**config.mk**
```make
export PLATFORM = sky130hd
export DESIGN_NAME = mul_share_arbiter
export DESIGN_NICKNAME = d
export VERILOG_FILES = /design/src/rtl/mul_share_arbiter.sv
export SDC_FILE = /design/constraint.sdc
export NUM_CORES = 1
export LEC_CHECK = 0
export ABC_CLOCK_PERIOD_IN_PS = 5400
export CAP_MARGIN = 15
export CORE_ASPECT_RATIO = 1.4
export CORE_UTILIZATION = 55
export DETAILED_ROUTE_END_ITERATION = 7
export PLACE_DENSITY = 0.87
export SYNTH_ARGS = -nofsm -noshare
export SYNTH_HDL_FRONTEND = slang
export SYNTH_SLANG_ARGS = --single-unit
```
**constraint.sdc**
```tcl
create_clock -name clk -period 5.4 [get_ports clk]
set_input_delay 1.08 -clock clk [delete_from_list [all_inputs] [get_ports clk]]
set_output_delay 1.08 -clock clk [all_outputs]
set_load 0.01 [all_outputs]
```
**src/rtl/mul_share_arbiter.sv**
```systemverilog
// Round-robin arbiter that shares one combinational signed multiplier between two
// valid/ready requesters, with the operands and the product registered around the multiplier.

module signed_multi #(
  parameter int WIDTH = 8
) (
  input  logic [WIDTH-1:0]   ina,
  input  logic [WIDTH-1:0]   inb,
  output logic [2*WIDTH-1:0] result_out
);

  localparam int PW   = 2 * WIDTH;
  localparam int ROWS = WIDTH + 1;

  function automatic int rows_at(input int s);
    int n;
    n = ROWS;
    for (int k = 0; k < s; k++) begin
      if (n > 2) n = 2 * (n / 3) + n % 3;
    end
    return n;
  endfunction

  function automatic int stage_count();
    int n;
    int s;
    n = ROWS;
    s = 0;
    while (n > 2) begin
      n = 2 * (n / 3) + n % 3;
      s++;
    end
    return s;
  endfunction

  localparam int STAGES = stage_count();

  logic [PW-1:0] a_ext;
  logic [PW-1:0] tree [0:STAGES][0:ROWS-1];

  assign a_ext = {{WIDTH{ina[WIDTH-1]}}, ina};

  // The MSB of inb carries negative weight: its row is inverted and the +1 of the
  // two's-complement negation is added as one extra row.
  for (genvar i = 0; i < WIDTH - 1; i++) begin : g_pp
    assign tree[0][i] = inb[i] ? (a_ext << i) : '0;
  end
  assign tree[0][WIDTH-1] = inb[WIDTH-1] ? ~(a_ext << (WIDTH - 1)) : '0;
  assign tree[0][WIDTH]   = {{(PW-1){1'b0}}, inb[WIDTH-1]};

  for (genvar s = 0; s < STAGES; s++) begin : g_stage
    localparam int N  = rows_at(s);
    localparam int G  = N / 3;
    localparam int L  = N % 3;
    localparam int NN = 2 * G + L;

    for (genvar g = 0; g < G; g++) begin : g_csa
      assign tree[s+1][2*g]   = tree[s][3*g] ^ tree[s][3*g+1] ^ tree[s][3*g+2];
      assign tree[s+1][2*g+1] = ((tree[s][3*g]   & tree[s][3*g+1]) |
                                 (tree[s][3*g]   & tree[s][3*g+2]) |
                                 (tree[s][3*g+1] & tree[s][3*g+2])) << 1;
    end

    for (genvar j = 0; j < L; j++) begin : g_pass
      assign tree[s+1][2*G+j] = tree[s][3*G+j];
    end

    for (genvar k = NN; k < ROWS; k++) begin : g_zero
      assign tree[s+1][k] = '0;
    end
  end

  assign result_out = tree[STAGES][0] + tree[STAGES][1];

endmodule

module mul_share_arbiter #(
  parameter int WIDTH = 8
) (
  input  logic               clk,
  input  logic               rst_n,
  input  logic               req0_valid,
  output logic               req0_ready,
  input  logic [WIDTH-1:0]   req0_a,
  input  logic [WIDTH-1:0]   req0_b,
  output logic               res0_valid,
  input  logic               res0_ready,
  output logic [2*WIDTH-1:0] res0_data,
  input  logic               req1_valid,
  output logic               req1_ready,
  input  logic [WIDTH-1:0]   req1_a,
  input  logic [WIDTH-1:0]   req1_b,
  output logic               res1_valid,
  input  logic               res1_ready,
  output logic [2*WIDTH-1:0] res1_data,
  output logic               busy
);

  typedef enum logic [1:0] {
    IDLE,
    CALC,
    DONE
  } state_t;

  state_t             state;
  logic [WIDTH-1:0]   op_a;
  logic [WIDTH-1:0]   op_b;
  logic [2*WIDTH-1:0] prod;
  logic [2*WIDTH-1:0] mul_out;
  logic               owner;
  logic               rr_ptr;
  logic               any_req;
  logic               grant;
  logic               owner_ready;

  assign any_req     = req0_valid | req1_valid;
  assign grant       = (req0_valid & req1_valid) ? rr_ptr : req1_valid;
  assign owner_ready = owner ? res1_ready : res0_ready;

  // Ready is gated by rst_n so nothing is acknowledged while the block is held in reset.
  assign req0_ready = rst_n & (state == IDLE) & any_req & ~grant;
  assign req1_ready = rst_n & (state == IDLE) & any_req & grant;

  assign res0_data = res0_valid ? prod : '0;
  assign res1_data = res1_valid ? prod : '0;

  signed_multi #(.WIDTH(WIDTH)) u_mul (
    .ina        (op_a),
    .inb        (op_b),
    .result_out (mul_out)
  );

  always_ff @(posedge clk or negedge rst_n) begin
    if (!rst_n) begin
      state      <= IDLE;
      op_a       <= '0;
      op_b       <= '0;
      prod       <= '0;
      owner      <= 1'b0;
      rr_ptr     <= 1'b0;
      res0_valid <= 1'b0;
      res1_valid <= 1'b0;
      busy       <= 1'b0;
    end else begin
      case (state)
        IDLE: begin
          if (any_req) begin
            op_a  <= grant ? req1_a : req0_a;
            op_b  <= grant ? req1_b : req0_b;
            owner <= grant;
            busy  <= 1'b1;
            state <= CALC;
          end
        end
        CALC: begin
          prod       <= mul_out;
          res0_valid <= ~owner;
          res1_valid <= owner;
          state      <= DONE;
        end
        DONE: begin
          // Fairness pointer only moves on completion, so a stalled result keeps its turn.
          if (owner_ready) begin
            rr_ptr     <= ~owner;
            res0_valid <= 1'b0;
            res1_valid <= 1'b0;
            busy       <= 1'b0;
            state      <= IDLE;
          end
        end
        default: begin
          res0_valid <= 1'b0;
          res1_valid <= 1'b0;
          busy       <= 1'b0;
          state      <= IDLE;
        end
      endcase
    end
  end

endmodule
```
==> results of run 1 <==
final cells by class:
cell class	instances	area, um2	area share
flip-flops and latches	39	976	0.182
well taps	100	125	0.0234
repair buffers	77	758	0.142
inverters	85	319	0.0596
clock inverters	2	12.5	0.00234
multi-input cells	358	3090	0.577
clock buffers	6	72.6	0.0136
synth_stat cells (all sizes together) (5+ instances only):
| cell | number | share of area |
|---|---|---|
| inv | 84 | 0.071 |
| and2 | 72 | 0.10 |
| fa | 56 | 0.25 |
| nand2 | 50 | 0.042 |
| dfrtp | 39 | 0.22 |
| ha | 31 | 0.087 |
| nor2 | 31 | 0.026 |
| a21oi | 30 | 0.034 |
| o21ai | 18 | 0.020 |
| mux2i | 17 | 0.038 |
| clkbuf | 11 | 0.0095 |
| buf | 9 | 0.011 |
| xor2 | 7 | 0.014 |
| nand4 | 6 | 0.0084 |
| xnor2 | 5 | 0.0098 |
final timing paths:
| check | from | end | cells after the start |
|---|---|---|---|
| setup / recovery | op_b[7] | prod[15] | 14 |
| hold / removal | prod[11] | prod[11] | 2 |
| setup reg to reg | op_b[7] | prod[15] | 14 |
| hold reg to reg | prod[11] | prod[11] | 2 |
| max in group asynchronous | rst_n | op_b[2] | 2 |
| min in group asynchronous | rst_n | res1_valid | 1 |
per-stage QoR:
stage | area (um2) | worst slack, ns | instances | hold WS [ns] | util
6_report | 5350 | 0.759 | 667 | 0.488 | 0.686
5_1_grt | 5350 | 0.471 | 667 | 0.536 | 0.686
4_1_cts | 5350 | 0.895 | 667 | 0.494 | 0.686
3_5_place_dp | 5270 | 0.922 | 659 | 0.477 | 0.675
3_3_place_gp | 5270 | 1.11 | 659 | 0.467 | 0.675
2_1_floorplan | 4470 | 1.23 | 502 | 0.445 | -
state kept, by name (all words and copies together), names as in the netlist:
register,flops
res1_valid,1
rr_ptr,1
state,2
op_b,8
op_a,8
res0_valid,1
owner,1
busy,1
prod,16
cells by family (layout without fill, tap and decap cells):
group,count (synthesis),count (layout),share of synthesized area
AO/OA/AOI/OAI,65,65,0.0863
flip-flops,39,39,0.219
XOR/XNOR,12,12,0.0235
adder cells (fa/ha/maj),87,87,0.338
multiplexers,17,17,0.0381
buffers and inverters,105,170,0.0922
AND/OR/NAND/NOR,177,177,0.203
cells in the final DEF, fill, tap and decap left out, types with 2 or more instances in the layout:
cell type / netlist / final
mux2i_1: 17 / 17
inv_1: 84 / 84
nand3_1: 4 / 4
a211oi_1: 3 / 3
xor2_1: 7 / 7
clkbuf_8: 0 / 5
xnor2_1: 5 / 5
nor2b_1: 3 / 3
o21ai_0: 17 / 16
ha_1: 31 / 31
dfrtp_1: 39 / 39
nor2_1: 31 / 31
and3_1: 4 / 4
o31ai_1: 2 / 2
fa_1: 56 / 56
nand4_1: 6 / 6
o211ai_1: 3 / 3
buf_4: 2 / 3
nand2_1: 50 / 50
and2_1: 72 / 72
clkdlybuf4s50_1: 0 / 73
a21oi_1: 29 / 29
nand2b_1: 4 / 4
per-layer routing:
metal / GRT usage / vias up
met4: 0.0952 / 0
met5: 0 / -
met2: 0.452 / 112
li1: - / 1694
met3: 0.0259 / 18
met1: 0.277 / 1667
tightest hold or removal path, stage by stage (launching register included):
cell	delay, ns
dfrtp_1	0.35
nand2_1	0.05
nand3_1	0.05
==> summary.txt, run 1 <==
Run status
  – Status: complete, no violations

Timing
  – Tcrit/Tclk final: 0.860
  – Final Max Tran Viols: 0
  – Final min period: around 4.6 ns
  – RSZ-0062 raised after global routing: false
  – Final Hold Viols: 0
  – Clock skew: roughly 0.0093 ns
  – Worst-Margin Slew: approximately 0.9 ns
  – Setup_tns: 0 ns
  – Setup violators final: 0
  – Slew HR: 0.391
  – Fmax: between 0.2 and 0.25 GHz

Yosys
  – Synth Net Count: between 600 and 700
  – Main synth FF type: dfrtp_1
  – Synth warn: 0
  – Post-synthesis sequential area ratio: 0.219
  – Mapped Avg Cell Area: ~8.9 um2
  – EDFF count, synth: 0
  – Syn Std Cell Area: approximately 0.0045 mm2
  – Synth Register Bits: 39
  – Library cells used by synthesis: 39
  – Post-Syn Instances: about 500
  – Async SR Flop Fraction: 1.00

Worst setup path
  – Worst-path cell chain: clkinv_1 > nor2_1 > ha_1 > inv_1 > fa_1 > fa_1 > inv_1 > fa_1 > ha_1 > a21oi_1 > nand2_1 > o21ai_0 > and3_1 > o31ai_1
  – CP required: ~5.5 ns
  – Crit-path max FO: 10
  – CP max-delay cell: fa_1
  – Startpoint Class: register
  – Critical Path Max Stage Delay: 0.55 ns
  – Top Family by Delay on Critical Path: adder cells
  – Critical path arrival: about 4.8 ns
  – Setup CP Type: reg2reg
  – Worst path most repeated cell: fa_1
  – R2R setup slack: 0.76 ns
  – Crit end category: register
  – Crit path buf inv count: 3

Floorplanning
  – Die width: 78.2 um
  – Row count: 38
  – Chip height: around 110 um
  – Core ar.: 0.00780 mm2
  – Initial core utilization: 0.573
  – Die ar.: about 0.0085 mm2
  – I/O Pins: 75

CTS
  – Cts repair resizes: 0
  – Cts hold-fix bufs: 0
  – TritonCTS clock tree: built
  – Buffer levels on the longest clock path: 2
  – Clock Sinks: 39
  – CTS Buf Count: 5
  – Clock Tree Root: clkbuf_8
  – Worst-Skew Late Latency: about 0.29 ns
  – CTS clk-pin slew, worst paths: about 0.08 ns
  – Postcts setup bufs: 0
  – Htree depth: 2

Routing
  – Antenna viol nets, final: 0
  – M1 WL: roughly 3700 um
  – Met2 Wirelength: 5000 um
  – Max layer used: met4
  – Total routed wirelength: 9300 um
  – Total number of vias: ~3,500
  – Routed wl met3: between 300 and 400 um
  – First drt pass iteration count: 4
  – # DRC: 0
  – Average wire per standard cell: 13.9 um
  – Avg Vias per Cell: 5.23
  – Iteration-0 DRC Markers: approximately 160

Cells and area
  – Ant diodes: 0
  – Fillers: between 500 and 600
  – Area Growth Syn to Fin: 19.8%
  – Layout cell share with drive strength beyond 1: 0.0265
  – Nets: around 700

Placement
  – Dpl hpwl: 7750 um
  – RePlAce Congestion: 0.866
  – # port buffers: 74

GRT
  – First-pass GRT wire length: 16,100 um
  – Antenna violations before repair: 0
  – Vias in the first global route: between 3,000 and 4,000
  – Largest net degree at the start of global routing: 36
  – Total GRT Usage: 0.240
  – GRT Residual Overflow: 0

Worst hold path
  – Hold crit path type: reg2reg

Flow run
  – Max Cap Violations: 0
Power of run 1 is not shown: default switching activity piles up to over one toggle a cycle in this logic, so the estimate is an artifact.
==> run 2, diff against run 1 <==
--- a/config.mk
+++ b/config.mk
@@ -8,9 +8,9 @@
 export ABC_CLOCK_PERIOD_IN_PS = 5400
 export CAP_MARGIN = 15
 export CORE_ASPECT_RATIO = 1.4
-export CORE_UTILIZATION = 55
+export CORE_UTILIZATION = 40
 export DETAILED_ROUTE_END_ITERATION = 7
-export PLACE_DENSITY = 0.87
+export PLACE_DENSITY = 0.68
 export SYNTH_ARGS = -nofsm -noshare
 export SYNTH_HDL_FRONTEND = slang
 export SYNTH_SLANG_ARGS = --single-unit
==> run 2 against run 1 <==
Global-route usage is 7.1 points lower; hold slack worse by 0.0045 ns; count of clock-buffer cells in the layout is 1 higher; die area is 37% higher.
==> summary.txt, run 2 (synthesis results as in run 1) <==
Timing
  – Fmax: 0.221 GHz (was 0.215 GHz)
  – Final min period: 4.51 ns (was 4.64 ns)
  – Worst-Margin Slew: 0.919 ns (was 0.913 ns)
  – RSZ-0062 raised after global routing: false (unchanged)
  – Setup_tns: 0 ns (unchanged)
  – Clock skew: 0.00184 ns (was 0.00933 ns)
  – Final Max Tran Viols: 0 (unchanged)
  – Tcrit/Tclk final: 0.836 (was 0.860)
  – Setup violators final: 0 (unchanged)
  – Final Hold Viols: 0 (unchanged)
  – Slew HR: 0.387 (was 0.391)

Worst hold path
  – Hold crit path type: reg2reg (unchanged)

CTS
  – Htree depth: 2 (unchanged)
  – CTS Buf Count: 5 (unchanged)
  – Cts repair resizes: 0 (unchanged)
  – Worst-Skew Late Latency: 0.28 ns (was 0.29 ns)
  – Clock Tree Root: clkbuf_16 (was clkbuf_8)
  – CTS clk-pin slew, worst paths: 0.05 ns (was 0.08 ns)
  – Cts hold-fix bufs: 0 (unchanged)
  – Clock Sinks: 39 (unchanged)
  – Buffer levels on the longest clock path: 2 (unchanged)
  – Postcts setup bufs: 0 (unchanged)
  – TritonCTS clock tree: built (unchanged)

Routing
  – Antenna viol nets, final: 0 (unchanged)
  – Total routed wirelength: 9050 um (was 9300 um)
  – # DRC: 0 (unchanged)
  – Average wire per standard cell: 12.8 um (was 13.9 um)
  – First drt pass iteration count: 7 (was 4)
  – Total number of vias: 3,402 (was 3,491)
  – Iteration-0 DRC Markers: 82 (was 159)
  – Avg Vias per Cell: 4.81 (was 5.23)

Worst setup path
  – Critical path arrival: 4.70 ns (was 4.78 ns)
  – Crit-path max FO: 9 (was 10)
  – Startpoint Class: register (unchanged)
  – Setup CP Type: reg2reg (unchanged)
  – CP required: 5.58 ns (was 5.54 ns)
  – Crit end category: register (unchanged)

Floorplanning
  – Die width: 91.3 um (was 78.2 um)
  – Die ar.: 0.0116 mm2 (was 0.00849 mm2)
  – Row count: 45 (was 38)
  – Chip height: 127 um (was 109 um)
  – I/O Pins: 75 (unchanged)
  – Initial core utilization: 0.411 (was 0.573)
  – Core ar.: 0.0109 mm2 (was 0.00780 mm2)

GRT
  – Vias in the first global route: 3,497 (was 3,665)
  – Total GRT Usage: 0.169 (was 0.240)
  – Largest net degree at the start of global routing: 36 (unchanged)
  – Antenna violations before repair: 0 (unchanged)
  – First-pass GRT wire length: 15,800 um (was 16,100 um)
  – GRT Residual Overflow: 0 (unchanged)

Cells and area
  – Finished Layout Cells: 708 (was 667)
  – Most frequent cells in the layout: 84 x inv_1, 73 x clkdlybuf4s50_1, 72 x and2_1 (unchanged)
  – Largest register by flop count: prod (unchanged)
  – Area Growth Syn to Fin: 22.2% (was 19.8%)
  – Ant diodes: 0 (unchanged)
  – Finished Cell Area: 0.00546 mm2 (was 0.00535 mm2)
  – Commonest non-fill, non-tap cell in the layout: inv_1 (unchanged)
  – Max reg flops: 16 (unchanged)
  – Biggest registers after layout: prod (16), op_a (8), op_b (8) (unchanged)
  – Finished Core Util: 0.502 (was 0.686)
  – Layout cell share with drive strength beyond 1: 0.0247 (was 0.0265)
  – Nets: 691 (unchanged)

Placement
  – RePlAce Congestion: 0.847 (was 0.866)
  – Placed insts: 700 (was 659)
  – # port buffers: 74 (unchanged)
  – Dpl hpwl: 7700 um (was 7750 um)
  – Area post-placement: 0.00532 mm2 (was 0.00527 mm2)

Flow run
  – Max Cap Violations: 0 (unchanged)

Run status
  – Status: complete, no violations (unchanged)
-- run 2: per-stage QoR --
step	hold WS [ns]	setup WS, ns
after floorplan	0.445	1.23
after global placement	0.468	1.04
after detailed placement	0.480	0.908
after CTS	0.492	0.876
after global routing	0.529	0.588
final	0.484	0.885
-- run 2: worst max-delay path, cell delays in order, from the launching register on --
cell and delay (ns):
dfrtp_1 0.51, and2_1 0.26, fa_1 0.49, inv_1 0.06, fa_1 0.62, inv_1 0.10
fa_1 0.50, inv_1 0.05, fa_1 0.48, inv_1 0.05, ha_1 0.36, a21oi_1 0.29
nor2_1 0.08, a211oi_1 0.24, a21oi_1 0.11, o31ai_1 0.23
-- run 2: final timing paths --
path | startpoint | endpoint | slack [ns] | depth (start not counted)
max | op_b[3] | prod[15] | 0.89 | 15
min | prod[8] | prod[8] | 0.48 | 2
max reg2reg | op_b[3] | prod[15] | 0.89 | 15
min reg2reg | prod[8] | prod[8] | 0.48 | 2
max in group asynchronous | rst_n | prod[15] | 4.02 | 2
min in group asynchronous | rst_n | state[0] | 0.73 | 1
-- run 2: cell type report --
cell class	instances	area [um2]
clock inverter	1	5.00
fill	1029	5410
sequential	39	976
timing repair buffer	77	758
clock buffer	7	133
multi-input combinational	358	3090
tap	141	176
inverter	85	319
-- run 2: per-layer routing --
| metal | share of wire | wire length [um] | global-route usage |
|---|---|---|---|
| met3 | 0.025 | 225 | 0.0244 |
| met2 | 0.54 | 4900 | 0.320 |
| met5 | 0 | 0 | 0 |
| met1 | 0.42 | 3780 | 0.197 |
| met4 | 0.015 | 138 | 0.0458 |
Power of run 2 is left out for the same reason.
